`config.mk`:
```
export PLATFORM = sky130hd
export DESIGN_NAME = mdlu_iterative_flat
export DESIGN_NICKNAME = d
export VERILOG_FILES = /design/src/rtl/mdlu_iterative_if.sv /design/src/rtl/mdlu_iterative.sv /design/src/flat_wrapper.sv
export SDC_FILE = /design/constraint.sdc
export NUM_CORES = 1
export LEC_CHECK = 0
export ABC_AREA = 0
export BUFFER_PORTS_ARGS = -buffer_cell sky130_fd_sc_hd__buf_2
export CAP_MARGIN = 40
export CELL_PAD_IN_SITES_DETAIL_PLACEMENT = 1
export CELL_PAD_IN_SITES_GLOBAL_PLACEMENT = 2
export CORE_MARGIN = 5
export CORE_UTILIZATION = 36
export DETAILED_ROUTE_END_ITERATION = 8
export GPL_TIMING_DRIVEN = 0
export PLACE_DENSITY = 0.92
export SLEW_MARGIN = 20
export SYNTH_ARGS = -nofsm -noshare
export SYNTH_HDL_FRONTEND = slang
export SYNTH_SLANG_ARGS = --single-unit
```
`constraint.sdc`:
```
create_clock -name clock -period 5.9 [get_ports clock]
set_input_delay 1.77 -clock clock [delete_from_list [all_inputs] [get_ports clock]]
set_output_delay 1.77 -clock clock [all_outputs]
set_load 0.01 [all_outputs]
```
`src/rtl/mdlu_iterative_if.sv`:
```
// Request/result bundle between the MIPS core and the iterative mul/div unit.
// Handshake: a request is taken on the rising edge where start=1 and the unit
// is idle (busy=0). start is never queued. done pulses for one cycle when hi/lo
// take their new values. div_by_zero is valid with done and holds until the
// next done.
interface mdlu_iterative_if #(
  parameter int WIDTH = 32
);
  logic             start;
  logic [1:0]       op;
  logic             is_signed;
  logic [WIDTH-1:0] a;
  logic [WIDTH-1:0] b;
  logic             busy;
  logic             done;
  logic             div_by_zero;
  logic [WIDTH-1:0] hi;
  logic [WIDTH-1:0] lo;

  modport master (
    output start, op, is_signed, a, b,
    input  busy, done, div_by_zero, hi, lo
  );

  modport slave (
    input  start, op, is_signed, a, b,
    output busy, done, div_by_zero, hi, lo
  );
endinterface

```
`src/rtl/mdlu_iterative.sv`:
```
// Iterative multiply/divide unit with HI/LO result registers.
// Ops: 0=MULT (shift-add radix-2), 1=DIV (restoring radix-2), 2=ZERO, 3=no-op.
// The unit works on operand magnitudes and applies the result signs in FIN.
module mdlu_iterative #(
  parameter int WIDTH = 32
) (
  input  logic            clock,
  input  logic            reset,
  mdlu_iterative_if.slave bus,
  output logic [1:0]      dbg_state
);

  localparam int CW = $clog2(WIDTH);
  localparam logic [CW-1:0] LAST_ITER = CW'(WIDTH - 1);
  localparam logic [1:0] OP_MULT = 2'd0;
  localparam logic [1:0] OP_DIV  = 2'd1;
  localparam logic [1:0] OP_ZERO = 2'd2;

  typedef enum logic [1:0] {
    S_IDLE = 2'd0,
    S_RUN  = 2'd1,
    S_FIN  = 2'd2
  } state_t;

  state_t             state_q, state_d;
  logic [CW-1:0]      cnt_q, cnt_d;
  // acc: partial product high half (MULT) or partial remainder (DIV)
  logic [WIDTH:0]     acc_q, acc_d;
  // mq: multiplier being consumed (MULT) or dividend/quotient (DIV)
  logic [WIDTH-1:0]   mq_q, mq_d;
  logic [WIDTH-1:0]   bmag_q, bmag_d;
  logic [WIDTH-1:0]   araw_q, araw_d;
  logic               is_div_q, is_div_d;
  logic               neg_lo_q, neg_lo_d;   // negate product / quotient
  logic               neg_hi_q, neg_hi_d;   // negate remainder
  logic               dz_q, dz_d;           // current DIV has b==0
  logic               busy_q, busy_d;
  logic               done_q, done_d;
  logic               dbz_q, dbz_d;
  logic [WIDTH-1:0]   hi_q, hi_d;
  logic [WIDTH-1:0]   lo_q, lo_d;

  logic               a_neg, b_neg;
  logic [WIDTH-1:0]   a_mag, b_mag;
  logic [WIDTH:0]     mul_sum, div_shift, div_diff;
  logic [2*WIDTH-1:0] prod_mag, prod_res;
  logic [WIDTH-1:0]   quo_res, rem_res;

  // Next-state, datapath iteration and result formatting
  always_comb begin
    a_neg     = bus.is_signed & bus.a[WIDTH-1];
    b_neg     = bus.is_signed & bus.b[WIDTH-1];
    a_mag     = a_neg ? -bus.a : bus.a;
    b_mag     = b_neg ? -bus.b : bus.b;
    mul_sum   = mq_q[0] ? (acc_q + {1'b0, bmag_q}) : acc_q;
    div_shift = {acc_q[WIDTH-1:0], mq_q[WIDTH-1]};
    div_diff  = div_shift - {1'b0, bmag_q};
    prod_mag  = {acc_q[WIDTH-1:0], mq_q};
    prod_res  = neg_lo_q ? -prod_mag : prod_mag;
    quo_res   = neg_lo_q ? -mq_q : mq_q;
    rem_res   = neg_hi_q ? -acc_q[WIDTH-1:0] : acc_q[WIDTH-1:0];

    state_d  = state_q;
    cnt_d    = cnt_q;
    acc_d    = acc_q;
    mq_d     = mq_q;
    bmag_d   = bmag_q;
    araw_d   = araw_q;
    is_div_d = is_div_q;
    neg_lo_d = neg_lo_q;
    neg_hi_d = neg_hi_q;
    dz_d     = dz_q;
    done_d   = 1'b0;
    dbz_d    = dbz_q;
    hi_d     = hi_q;
    lo_d     = lo_q;

    case (state_q)
      S_IDLE: begin
        if (bus.start && (bus.op == OP_MULT || bus.op == OP_DIV)) begin
          state_d  = S_RUN;
          cnt_d    = '0;
          acc_d    = '0;
          mq_d     = a_mag;
          bmag_d   = b_mag;
          araw_d   = bus.a;
          is_div_d = (bus.op == OP_DIV);
          neg_lo_d = a_neg ^ b_neg;
          neg_hi_d = a_neg;
          dz_d     = (bus.op == OP_DIV) && (bus.b == '0);
        end else if (bus.start && bus.op == OP_ZERO) begin
          hi_d   = '0;
          lo_d   = '0;
          done_d = 1'b1;
          dbz_d  = 1'b0;
        end
      end
      S_RUN: begin
        if (is_div_q) begin
          if (!div_diff[WIDTH]) begin
            acc_d = div_diff;
            mq_d  = {mq_q[WIDTH-2:0], 1'b1};
          end else begin
            acc_d = div_shift;
            mq_d  = {mq_q[WIDTH-2:0], 1'b0};
          end
        end else begin
          acc_d = {1'b0, mul_sum[WIDTH:1]};
          mq_d  = {mul_sum[0], mq_q[WIDTH-1:1]};
        end
        cnt_d = cnt_q + CW'(1);
        if (cnt_q == LAST_ITER) state_d = S_FIN;
      end
      S_FIN: begin
        if (!is_div_q) begin
          hi_d = prod_res[2*WIDTH-1:WIDTH];
          lo_d = prod_res[WIDTH-1:0];
        end else if (dz_q) begin
          hi_d = araw_q;
          lo_d = '1;
        end else begin
          hi_d = rem_res;
          lo_d = quo_res;
        end
        dbz_d   = is_div_q & dz_q;
        done_d  = 1'b1;
        cnt_d   = '0;
        state_d = S_IDLE;
      end
      default: state_d = S_IDLE;
    endcase

    busy_d = (state_d != S_IDLE);
  end

  // State and output registers, synchronous reset
  always_ff @(posedge clock) begin
    if (reset) begin
      state_q  <= S_IDLE;
      cnt_q    <= '0;
      acc_q    <= '0;
      mq_q     <= '0;
      bmag_q   <= '0;
      araw_q   <= '0;
      is_div_q <= 1'b0;
      neg_lo_q <= 1'b0;
      neg_hi_q <= 1'b0;
      dz_q     <= 1'b0;
      busy_q   <= 1'b0;
      done_q   <= 1'b0;
      dbz_q    <= 1'b0;
      hi_q     <= '0;
      lo_q     <= '0;
    end else begin
      state_q  <= state_d;
      cnt_q    <= cnt_d;
      acc_q    <= acc_d;
      mq_q     <= mq_d;
      bmag_q   <= bmag_d;
      araw_q   <= araw_d;
      is_div_q <= is_div_d;
      neg_lo_q <= neg_lo_d;
      neg_hi_q <= neg_hi_d;
      dz_q     <= dz_d;
      busy_q   <= busy_d;
      done_q   <= done_d;
      dbz_q    <= dbz_d;
      hi_q     <= hi_d;
      lo_q     <= lo_d;
    end
  end

  assign bus.busy        = busy_q;
  assign bus.done        = done_q;
  assign bus.div_by_zero = dbz_q;
  assign bus.hi          = hi_q;
  assign bus.lo          = lo_q;
  assign dbg_state       = state_q;

endmodule

```
`src/flat_wrapper.sv`:
```
// flat-port wrapper written by rule: the top's interface ports become plain ports
module mdlu_iterative_flat 
#(
  parameter int WIDTH = 32
)
  (clock, reset, dbg_state, bus_start, bus_op, bus_is_signed, bus_a, bus_b, bus_busy, bus_done, bus_div_by_zero, bus_hi, bus_lo);
  mdlu_iterative_if #(.WIDTH(WIDTH)) bus_i ();
  input  logic clock;
  input  logic reset;
  output logic [1:0] dbg_state;
  input wire logic [$bits(bus_i.start)-1:0] bus_start;
  input wire logic [$bits(bus_i.op)-1:0] bus_op;
  input wire logic [$bits(bus_i.is_signed)-1:0] bus_is_signed;
  input wire logic [$bits(bus_i.a)-1:0] bus_a;
  input wire logic [$bits(bus_i.b)-1:0] bus_b;
  output wire logic [$bits(bus_i.busy)-1:0] bus_busy;
  output wire logic [$bits(bus_i.done)-1:0] bus_done;
  output wire logic [$bits(bus_i.div_by_zero)-1:0] bus_div_by_zero;
  output wire logic [$bits(bus_i.hi)-1:0] bus_hi;
  output wire logic [$bits(bus_i.lo)-1:0] bus_lo;
  assign bus_i.start = bus_start;
  assign bus_i.op = bus_op;
  assign bus_i.is_signed = bus_is_signed;
  assign bus_i.a = bus_a;
  assign bus_i.b = bus_b;
  assign bus_busy = bus_i.busy;
  assign bus_done = bus_i.done;
  assign bus_div_by_zero = bus_i.div_by_zero;
  assign bus_hi = bus_i.hi;
  assign bus_lo = bus_i.lo;
  mdlu_iterative #(.WIDTH(WIDTH)) u_core (.clock(clock), .reset(reset), .bus(bus_i), .dbg_state(dbg_state));
endmodule
```
==> results.yml <==
critical_path:
  cp_slowest_cell: "a31oi_1"
  critPathLaunchType: "register"
  rrSetupSlack_ns: 0.18
  reg2reg_depth: 19
  cp.arrival_ns: 6.16
  crit_chain: "clkbuf_2 -> inv_1 -> fa_1 -> nor2b_1 -> o21bai_1 -> a2111oi_2 -> buf_2 -> o21ai_0 -> nand3_1 -> nand4_1 -> a31oi_1 -> a21oi_1 -> o21bai_1 -> ha_1 -> clkbuf_2 -> clkbuf_1 -> o21ai_0 -> nand4_1 -> a32o_1"
  cp_num_buf_inv: 5
  path_delay_family: "compound AO/OA/AOI/OAI gates"
  slowest_delay_ns: 0.49
  worstSetupPathType: "register to register"
  worstPathRequired_ns: 6.34
  end_kind: "register"
  r2r-start: "u_core.acc_q[0]"
  reg2reg_to: "u_core.acc_q[21]"
  crit_fanout: 10
sta:
  finalCritPeriodShare: 0.970
  finalSetupTns_ns: 0
  hold_ws_ns: 0.449
  period_minus_slack_ns: 5.72
  setup_viol: 0
  finClkSkew_ns: 0.0167
  max_slew.worst_pin.slew_ns: 0.915
  timing.slew.headroom: 0.390
  fmax_mhz: 175
  slew_viol_final: 0
  rsz0062_at_grt: "no"
  hold_violations: 0
synth:
  ys_warn_count: 0
  synth-async-reset-ratio: 0
  ys_types: 80
  synthesis.nets: 2304
  synthFlopType: "dfxtp_1"
  ys_ff_latch: 207
  yosysTopAreaCell: "dfxtp_1"
  synth_top_cell_area_share: 0.260
  synth.avg_cell_area_um2: 7.37
  synth_area_leaders: "dfxtp_1 26%, a21oi_1 6.5%, nand2_1 6.1%, ha_1 5.7%, xnor2_1 5.4%"
  syn_inst: 2160
  synth-edff-count: 0
  seq_area_frac_synth: 0.260
  syn_area_um2: 15900
power_and_ir_drop:
  vdd_drop_max_uv: 206
  p_leak_nw: 7.06
  p_per_area_nw_per_um2: 235
placed_design:
  dp_hpwl_um: 57500
  gp_congestion: 0.979
  portBuffers: 138
  dp_cells: 2893
final_layout:
  stdcell_count: 2943
  fillers: 5628
  drive_gt1_frac: 0.0957
  fin_nets: 2477
  fin_util: 0.416
  area_delta_synth_final_pct: 15.1
clock_network:
  cts_made_buffers: 26
  path_clk_slew_ns: 0.06
  clockBufferDepth: 3
  cts_tree: "done"
  postCtsHoldBufs: 0
  clock-root-buffer: "clkbuf_16"
  clk_latency_ns: 0.56
  post_cts_buffers: 0
  htree_levels: 1
  cts.sinks: 207
route:
  drtPass1Iterations: 5
  dr_total_vias: 17600
  wl_per_cell_um: 24.6
  via_per_inst: 5.99
  wl_met3_um: 6380
  wl_met1_um: 31300
  top_layer: "met4"
  drc_errors: 0
  antenna_left: 0
  wl_met2_um: 32400
  drtIter0Drc: 1307
  finalWirelength_um: 72500
hold_path:
  min_to: "u_core.bus.hi[3]"
  min_from: "u_core.bus.hi[3]"
  hold_depth: 2
  hp-class: "register to register"
grt:
  grt_max_degree: 13
  grt_overflow: 0
  grt_usage: 0.287
  grt_pass1_wl_um: 107000
  grt_pass1_vias: 17700
  antenna_found_initial: 0
floorplan:
  initial_utilization: 0.362
  row_count: 77
  fp.dieH_um: 220
  pin_count: 139
  design.core.area_um2: 44000
  die_x_um: 220
  die_area_um2: 48500
run_status:
  status: "completed"
flow_run:
  drv_cap: 0
[registers in the layout, summed over array words and instances (netlist names)]
name,cells
u_core.acc_q,33
u_core.araw_q,32
u_core.bmag_q,32
u_core.bus.busy,1
u_core.bus.div_by_zero,1
u_core.bus.done,1
u_core.bus.hi,32
u_core.bus.lo,32
u_core.cnt_q,5
u_core.dbg_state,2
u_core.dz_q,1
u_core.is_div_q,1
u_core.mq_q,32
u_core.neg_hi_q,1
u_core.neg_lo_q,1
[what timing repair did]
action / in CTS / in global routing
endpoints found under the hold margin: 0 / 0
endpoints found under the setup margin: 14 / 21
gates resized for setup: 2 / 4
[Yosys cell counts, types with 12 or more instances]
cell type and count:
nand2_1 258, xnor2_1 99, or4_1 16, nor4_1 13
nand3_1 34, a21o_1 26, nor2b_1 24, a221oi_1 23
nor3_1 36, a21oi_1 208, a22oi_1 19, o211ai_1 23
inv_1 59, a31oi_1 17, xor2_1 84, o21ai_0 115
clkbuf_1 159, a211oi_1 80, nand2b_1 17, a22o_1 16
o41ai_1 12, nor2_1 208, o31ai_1 43, dfxtp_1 207
ha_1 72, mux2i_1 54, nand4_1 20, and2_1 14
or3_1 23, o21ai_1 39
[tightest hold or removal path: stages, from the launching register on]
cell	delay [ns]
dfxtp_1	0.31
nand2_1	0.05
nand2_1	0.04
[report_power, final]
group / internal (mW) / switching [mW]
Clock: 1.04 / 0.667
Combinational: 0.340 / 0.731
Sequential: 1.45 / 0.0701
Total: 2.83 / 1.47
[routing by layer]
| metal | up-vias | global-route usage |
|---|---|---|
| met1 | 8701 | 0.384 |
| met2 | 685 | 0.456 |
| met4 | 0 | 0.0932 |
| li1 | 8135 | - |
| met5 | - | 0 |
| met3 | 109 | 0.0684 |
[cell type report]
| type | instances | area, µm² | share of cell area |
|---|---|---|---|
| clock inverter | 12 | 171 | 0.00935 |
| clock buffer | 33 | 728 | 0.0397 |
| timing repair buffer | 145 | 757 | 0.0413 |
| inverter | 60 | 225 | 0.0123 |
| sequential | 207 | 4140 | 0.226 |
| multi-input combinational | 1718 | 10900 | 0.593 |
| antenna | 1 | 2.50 | 0.000136 |
| buffer | 175 | 692 | 0.0377 |
| tap | 592 | 741 | 0.0404 |
[cell usage in the layout, fill, tap and decap left out, types with 11 or more instances in the layout]
cell and count:
a211oi_1 80, a21o_1 26, a21oi_1 208, a221oi_1 23
a22o_1 16, a22oi_1 19, a31oi_1 17, and2_1 14
and3_1 11, buf_2 143, clkbuf_1 159, clkbuf_16 27
dfxtp_1 207, ha_1 72, inv_1 59, mux2i_1 54
nand2_1 258, nand2b_1 17, nand3_1 34, nand4_1 20
nor2_1 208, nor2b_1 24, nor3_1 36, nor4_1 13
o211ai_1 23, o21ai_0 115, o21ai_1 39, o31ai_1 43
o41ai_1 12, or3_1 23, or4_1 16, xnor2_1 99
xor2_1 84
[worst max-delay path by stage]
stage,start,endpoint,slack (ns),depth (start not counted)
6_report,u_core.acc_q[0],u_core.acc_q[21],0.18,19
5_1_grt,u_core.acc_q[0],u_core.acc_q[19],0.08,20
4_1_cts,u_core.acc_q[0],u_core.acc_q[15],0.07,20
3_5_place_dp,u_core.acc_q[0],u_core.acc_q[21],-0.35,20
3_3_place_gp,u_core.acc_q[0],u_core.acc_q[16],-1.65,19
2_1_floorplan,u_core.acc_q[0],u_core.acc_q[21],1.50,19
[per-stage QoR]
step | total power [mW] | cell area [µm²] | setup slack (ns)
global route | 4.44 | 18300 | 0.0819
floorplan | 2.18 | 15900 | 1.50
finish | 4.30 | 18300 | 0.179
CTS | 4.28 | 18300 | 0.0749
global placement | 2.55 | 17400 | -1.65
detailed placement | 2.58 | 17400 | -0.355
[cells by family (layout without fill, tap and decap cells)]
logic type / Yosys count / in the layout / share of synthesized area
AO/OA/AOI/OAI: 691 / 691 / 0.276
multiplexers: 59 / 59 / 0.0375
XOR/XNOR: 183 / 183 / 0.101
flip-flops: 207 / 207 / 0.260
adder cells (fa/ha/maj): 74 / 74 / 0.0591
buffers and inverters: 235 / 425 / 0.0573
AND/OR/NAND/NOR: 711 / 711 / 0.209
other: 0 / 1 / 0
Power figures use the tool's default switching activity.
